**src/rtl/seg_scan_display.sv**
```systemverilog
// rtl/seg_scan_display.sv - six-digit multiplexed 7-segment scan driver
//
// Drives one common-cathode digit at a time from a frame-consistent shadow
// copy of the six BCD clock digits, with per-digit blinking, hour-tens
// leading-zero blanking, flashing separator dots and a dash for invalid BCD.
//
// Ports:
//   clk        system clock, rising edge
//   rst_n      asynchronous active-low reset
//   din        six BCD digits, din[4k+3:4k] is digit k (5 = hour tens)
//   blink_mask bit k=1 blinks digit k
//   blank_lz   1 blanks digit 5 when it is zero
//   dp_en      1 enables the flashing hour:min and min:sec dots
//   seg        {dp,g,f,e,d,c,b,a}, active-high, registered
//   sel        one-cold active-low digit enables, registered

module seg_scan_display #(
    parameter int SCAN_DIV  = 50000,
    parameter int BLINK_DIV = 25000000
) (
    input  logic        clk,
    input  logic        rst_n,
    input  logic [23:0] din,
    input  logic [5:0]  blink_mask,
    input  logic        blank_lz,
    input  logic        dp_en,
    output logic [7:0]  seg,
    output logic [5:0]  sel
);

    localparam int DIV_W = (SCAN_DIV > 1) ? $clog2(SCAN_DIV) : 1;
    localparam int BLK_W = (BLINK_DIV > 1) ? $clog2(BLINK_DIV) : 1;
    localparam logic [DIV_W-1:0] DIV_LAST = DIV_W'(SCAN_DIV - 1);
    localparam logic [BLK_W-1:0] BLK_LAST = BLK_W'(BLINK_DIV - 1);

    logic [DIV_W-1:0] div_cnt;
    logic [2:0]       idx;
    logic [23:0]      shadow;
    logic [BLK_W-1:0] blink_cnt;
    logic             blink_phase;

    logic             tick;
    logic [3:0]       digit;
    logic [6:0]       seg_dec;
    logic             blank;
    logic             dp;
    logic [7:0]       seg_nxt;
    logic [5:0]       sel_nxt;

    assign tick = (div_cnt == DIV_LAST);

    always_comb begin
        digit = shadow[{idx, 2'b00} +: 4];

        case (digit)
            4'd0:    seg_dec = 7'h3F;
            4'd1:    seg_dec = 7'h06;
            4'd2:    seg_dec = 7'h5B;
            4'd3:    seg_dec = 7'h4F;
            4'd4:    seg_dec = 7'h66;
            4'd5:    seg_dec = 7'h6D;
            4'd6:    seg_dec = 7'h7D;
            4'd7:    seg_dec = 7'h07;
            4'd8:    seg_dec = 7'h7F;
            4'd9:    seg_dec = 7'h6F;
            default: seg_dec = 7'h40;   // invalid BCD shows a dash
        endcase

        // Blink-off wins over everything, including the invalid-BCD dash.
        blank = (blink_mask[idx] & blink_phase)
              | (blank_lz & (idx == 3'd5) & (digit == 4'd0));

        // Dots sit to the right of hour ones (4) and minute ones (2); they
        // flash with the blink phase but ignore digit blanking.
        dp = dp_en & ~blink_phase & ((idx == 3'd4) | (idx == 3'd2));

        seg_nxt = {dp, blank ? 7'h00 : seg_dec};
        sel_nxt = ~(6'b000001 << idx);
    end

    always_ff @(posedge clk or negedge rst_n) begin
        if (!rst_n) begin
            div_cnt     <= '0;
            idx         <= 3'd0;
            shadow      <= 24'h0;
            blink_cnt   <= '0;
            blink_phase <= 1'b0;
            seg         <= 8'h00;
            sel         <= 6'b111111;
        end else begin
            div_cnt <= tick ? '0 : div_cnt + 1'b1;

            if (tick) begin
                if (idx == 3'd5) begin
                    idx    <= 3'd0;
                    // Sample once per frame so all six digits agree.
                    shadow <= din;
                end else begin
                    idx <= idx + 3'd1;
                end
            end

            if (blink_cnt == BLK_LAST) begin
                blink_cnt   <= '0;
                blink_phase <= ~blink_phase;
            end else begin
                blink_cnt <= blink_cnt + 1'b1;
            end

            seg <= seg_nxt;
            sel <= sel_nxt;
        end
    end

endmodule

```
**config.mk**
```make
export PLATFORM = sky130hd
export DESIGN_NAME = seg_scan_display
export DESIGN_NICKNAME = d
export VERILOG_FILES = /design/src/rtl/seg_scan_display.sv
export SDC_FILE = /design/constraint.sdc
export NUM_CORES = 1
export LEC_CHECK = 0
export BUFFER_PORTS_ARGS = -buffer_cell sky130_fd_sc_hd__buf_2
export CORE_AREA = 2 2 64 127
export CTS_CLUSTER_DIAMETER = 40
export DETAILED_ROUTE_END_ITERATION = 8
export DIE_AREA = 0 0 66 129
export HOLD_SLACK_MARGIN = 0.06
export PLACE_DENSITY = 0.71
export SYNTH_ARGS = -nofsm -noshare
export SYNTH_HDL_FRONTEND = slang
export SYNTH_SLANG_ARGS = --single-unit
export TNS_END_PERCENT = 50
```
**constraint.sdc**
```tcl
create_clock -name clk -period 6.9 [get_ports clk]
set_input_delay 1.38 -clock clk [delete_from_list [all_inputs] [get_ports clk]]
set_output_delay 1.38 -clock clk [all_outputs]
set_load 0.01 [all_outputs]
```
Word-level counts from Yosys, hierarchy flattened. Memory sizes are Yosys's and may differ from the RTL's. Cells that the tools add are included.

Flip-flop bits (word level): 83. Bits in read-only memories: 112. Input bits: 34. Output and inout port bits: 14. Word-level logic and storage cells: 36. Memories kept: 1.

Memories: (no name shown) (depth 16, width 7, rd ports 1, clocked after memory_dff 0, write ports 0, line 55) `case (digit)`.

Add/subtract/negate cells: 3. Magnitude comparators: 1. Equal/unequal tests: 5. Shifts and indexed selects: 2. Muxes and demuxes: 6. Bitwise gates (word level): 9. Reductions and logical operators: 2.

Operator list (number): 25-bit by 1-bit adder with 25-bit output, second input constant (1); 25-bit equality test, second input constant (1); 25-bit 2-to-1 mux (1); 24-bit by 6-bit variable part select with 4-bit output (1); 16-bit by 1-bit adder with 16-bit output, second input constant (1); 16-bit equality test, second input constant (1); 16-bit 2-to-1 mux (1); 7-bit 2-to-1 mux (1); 3-bit equality test, second input constant (2); 6-bit inverter (1); 1-bit by 3-bit left shift with 6-bit output, first input constant (1); 1-bit bitwise AND (5); 4-bit zero test (1); 3-bit by 4-bit less-than comparator with 1-bit output, second input constant (1); 3-bit by 1-bit adder with 3-bit output, second input constant (1); 1-bit binary-select mux with 3-bit select (1); 3-bit by 2-bit equality test with 1-bit output, second input constant (1); 3-bit 2-to-1 mux (1); 1-bit OR (2); 2-bit AND reduction (1); 1-bit 2-to-1 mux (1); 1-bit inverter (1).

Depth between registers and ports, before layout.
Word-level depth: 5. Depth in mapped cells: 11. Depth with buffers taken out: 9.

Worst setup path after synthesis. Ideal clock, no wire load.

Path type: register -> register. Start point: register idx[0]. End point: register seg[1]. Library setup time: 120 ps. Data arrival time: 2453 ps. Data required time: 6780 ps. Slack: 4328 ps. Stages on the path, launching flop included: 11. Path buffers: 2. Clock period less this slack: 2572 ps. Path through: dfrtp_1 -> buf_6 -> clkbuf_1 -> mux4_2 -> a21oi_1 -> ha_1 -> nand2_1 -> nor3_1 -> nand2b_1 -> o21ai_0 -> and3_1.

Word-level cells in the longest chain between the ends: 5. Elaborated cells between the ends (all ways): 11. Classes of those cells: eq/ne (1); shift (1); mux (3); bitwise (4); reduce/logical (1); memory (1).

Ends and longest elaborated chain: start: declaration (line 37) `logic [2:0] idx;`; start signal: assignment (line 99) `idx <= idx + 3'd1;`; parallel branches: the longest is 4 deep, another holds memory 16 x 7 bit; 7-bit 2-to-1 mux (*) (line 77) `seg_nxt = {dp, blank ? 7'h00 : seg_dec};`; named net seg_nxt[1] (line 47) `logic [7:0] seg_nxt;`; end signal: assignment (line 110) `seg <= seg_nxt;`; end: declaration (line 27) `output logic [7:0] seg,`.

Mark *: on every way through the listed nets, which the timed path passes. The select of a mux whose other input is x is not followed. A chain may end at the register's enable or synchronous reset.

Worst setup path after layout. Ends and elaborated chain as after synthesis.

==> summary.md <==
| Metric | Value |
|---|---|
| Status | finished clean |
| Endpoints failing hold | 0 |
| Global route total overflow | 0 |
| Non-filler cells, final | 498 |
| HP Start | div_cnt[10]$_DFF_PN0_ |
| Crit-path max FO | 16 |
| NumNets Final | 442 |
| Final Instance Area | 0.00454 mm^2 |
| Reg clk slew, reported paths | 60 ps |
| Skew final | 6.60 ps |
| Final ANT Viol Nets | 0 |
| Crit path time final | 2890 ps |
| Die width | 66 um |
| Worst r2r dst | seg[1]$_DFF_PN0_ |
| Layout cells sized above 1 | 25.7% |
| Clk Latency, worst-skew pair | 340 ps |
| Post-Synthesis Cell Area | 0.00396 mm^2 |
| Layout Utilization | 60.2% |
| CP top delay family | simple AND/OR/NAND/NOR gates |
| Post-CTS Hold Buffers | 0 |
| Starting Density | 52.5% |
| Ys Warns | 0 |
| Vias per cell | 5.63 |
| DR vias | 2,802 |
| Setup slack, reg-to-reg | 4010 ps |
| Setup total negative slack | 0 ps |
| I/O pin count | 48 |
| Hold endpoint | div_cnt[10]$_DFF_PN0_ |
| RSZ-0062 raised after global routing | false |
| Max-Cap Viols | 0 |
| GPL Wtd Cong | 0.853 |
| RR Startpoint | idx[0]$_DFFE_PN0N_ |
| Commonest non-fill, non-tap cells in the layout | dfrtp_1 (77), buf_2 (46), nor2_1 (38), mux2_2 (30), xor2_1 (26) |
| Leak | 2.17 nW |
| Die height | 129 um |
| Largest net degree at the start of global routing | 84 |
| Tcrit/Tclk final | 42.0% |
| Drt drc | 0 |
| Max Root-Sink Buffers | 2 |
| CP Data Arrival Time | 3120 ps |
| Max IR drop VDD | 0.175 mV |
| Full die area | 0.00851 mm^2 |
| Largest stage delay on the critical path | 750 ps |
| Mapped Cells | 352 |
| Placed Instance Area | 0.00426 mm^2 |
| Setup bufs post-CTS | 0 |
| CP bufs+invs | 0 |
| Total GRT Usage | 21.3% |
| WL final | 8.12 mm |
| Final setup viols | 0 |
| Drt pass-1 iters | 4 |
| H-tree Lvls | 3 |
| FMAX | 345 MHz |
| Placed cells | 482 |
| Worst Path Required | 7120 ps |
| TritonCTS clock tree | done |
| Vias in the first global route | 2,994 |
| Post-Syn Area per Cell | 11.3 um^2 |
| Worst hold path type | flop to flop |
| Syn_nets | 395 |
| TritonCTS Buffers | 9 |
| Worst-Margin Slew | 1050 ps |
| Fraction of registers with async set or reset after synthesis | 100% |
| Pwr/cell area | 210 mW/mm^2 |
| First-pass GRT wire length | 13.4 mm |
| Initial DRC Count | 185 |
| Critical Path Start Type | flop |
| CP startpoint | idx[0]$_DFFE_PN0N_ |
| Commonest non-fill, non-tap cell in the layout | dfrtp_1 |
| Worst path cell trace | mux4_2 > a21oi_1 > ha_1 > nand2_1 > nor3_1 > nand2b_1 > o21ai_0 > and3_1 |
| Clock Sinks | 83 |
| CTS Root Cell | clkbuf_16 |
| Antenna diode count | 0 |
| Post-synthesis sequential area ratio | 52.6% |
| EDFF count, synth | 0 |
| Initial antenna violation count | 0 |
| Main flop type after synthesis | dfrtp_1 |
| Std-Cell Rows | 45 |
| Pins Over Slew Limit | 0 |
| Unique cell type count in the Yosys netlist | 42 |
| Crit-path slowest cell | dfrtp_1 |
| CP endpoint kind | flop |
| I/O Buffers | 47 |
| Worst hold stages | 1 |
| Post-DP HPWL | 6.00 mm |
| Core footprint | 0.00754 mm^2 |
| Slew headroom | 30.0% |
| Number of synthesized register bits | 83 |
| Area grow syn2layout | 14.7% |
| Post-CTS Resized | 0 |
| Reg2Reg Depth | 8 |
| Worst Setup Path Type | flop to flop |
| Mean routed wirelength per cell | 16.3 um |
## registers in the layout (all words and copies together) (netlist names)
register and count:
blink_cnt 25, blink_phase 1, div_cnt 16, idx 3
seg 8, sel 6, shadow 24
## metrics by stage
| stage | hold WS, ps | setup WS (ps) | power (mW) |
|---|---|---|---|
| 2_1_floorplan | 455 | 4330 | 0.497 |
| 3_3_place_gp | 466 | 4250 | 0.515 |
| 3_5_place_dp | 482 | 4100 | 0.516 |
| 4_1_cts | 495 | 4050 | 0.964 |
| 5_1_grt | 511 | 3840 | 0.984 |
| 6_report | 495 | 4010 | 0.952 |
## power by group
| part | internal (mW) | switching, mW |
|---|---|---|
| sequential | 0.487 | 0 |
| clock | 0.262 | 0.184 |
| combinational | 0.00707 | 0.0120 |
## cells in the mapped netlist, types with 2 or more instances
| master | instances | share of area, % |
|---|---|---|
| buf_6 | 2 | 0.57 |
| a21oi_1 | 7 | 0.88 |
| dfstp_2 | 6 | 4.0 |
| nor4b_1 | 3 | 0.66 |
| and4_1 | 4 | 0.88 |
| a22oi_1 | 2 | 0.38 |
| dfrtp_1 | 77 | 49 |
| ha_1 | 9 | 2.8 |
| xnor2_1 | 10 | 2.2 |
| and2_1 | 5 | 0.79 |
| nor4_1 | 3 | 0.47 |
| inv_1 | 8 | 0.76 |
| nand2_1 | 20 | 1.9 |
| mux2i_1 | 6 | 1.5 |
| nand4_1 | 10 | 1.6 |
| nand3b_1 | 4 | 0.76 |
| nor3_1 | 9 | 1.1 |
| nor2_1 | 38 | 3.6 |
| a22o_1 | 2 | 0.44 |
| o21ai_0 | 4 | 0.51 |
| nor2b_1 | 5 | 0.79 |
| clkbuf_1 | 5 | 0.47 |
| o211ai_1 | 5 | 0.95 |
| xor2_1 | 26 | 5.8 |
| buf_2 | 3 | 0.38 |
| nand3_1 | 17 | 2.1 |
| a21o_1 | 3 | 0.57 |
| mux2_2 | 30 | 8.5 |
| mux4_2 | 2 | 1.1 |
| and3_1 | 10 | 1.6 |
| nand2b_1 | 6 | 0.95 |
## cells by family after synthesis
logic type / share of synthesized area [%]
buffers and inverters: 2.40
and+or+nand+nor: 18.0
xor gates and xnor gates: 7.96
muxes: 11.6
AOI/OAI and AO/OA: 4.55
DFF: 52.6
adders and majority gates: 2.84
## layout make-up
class,instances,area (um^2)
inverter,8,30.0
sequential,83,2080
multi-input combinational,249,1780
clock inverter,4,25.0
fill,630,3000
clock buffer,12,256
timing repair buffer,48,245
tap,94,118
## worst max-delay path by stage
stage	endpoint	slack [ps]	depth (start not counted)
after floorplan	seg[1]$_DFF_PN0_	4330	10
after global placement	shadow[15]$_DFFE_PN0P_	4250	6
after detailed placement	seg[1]$_DFF_PN0_	4100	8
after CTS	seg[1]$_DFF_PN0_	4050	8
after global routing	seg[1]$_DFF_PN0_	3840	8
final	seg[1]$_DFF_PN0_	4010	8
## routing by layer
| metal | part of all wire [%] | up-vias | global-route usage, % |
|---|---|---|---|
| li1 | - | 1320 | - |
| met1 | 35 | 1373 | 20.0 |
| met2 | 56 | 76 | 39.2 |
| met3 | 3.4 | 33 | 3.67 |
| met4 | 5.8 | 0 | 16.1 |
| met5 | 0 | - | 0 |
## worst register-to-register path: stages, from the launching register on
cell and delay [ps]:
dfrtp_1 750, mux4_2 580, a21oi_1 340, ha_1 260
nand2_1 70, nor3_1 280, nand2b_1 180, o21ai_0 100
and3_1 230
No activity file was read; power rests on OpenSTA's default activity.
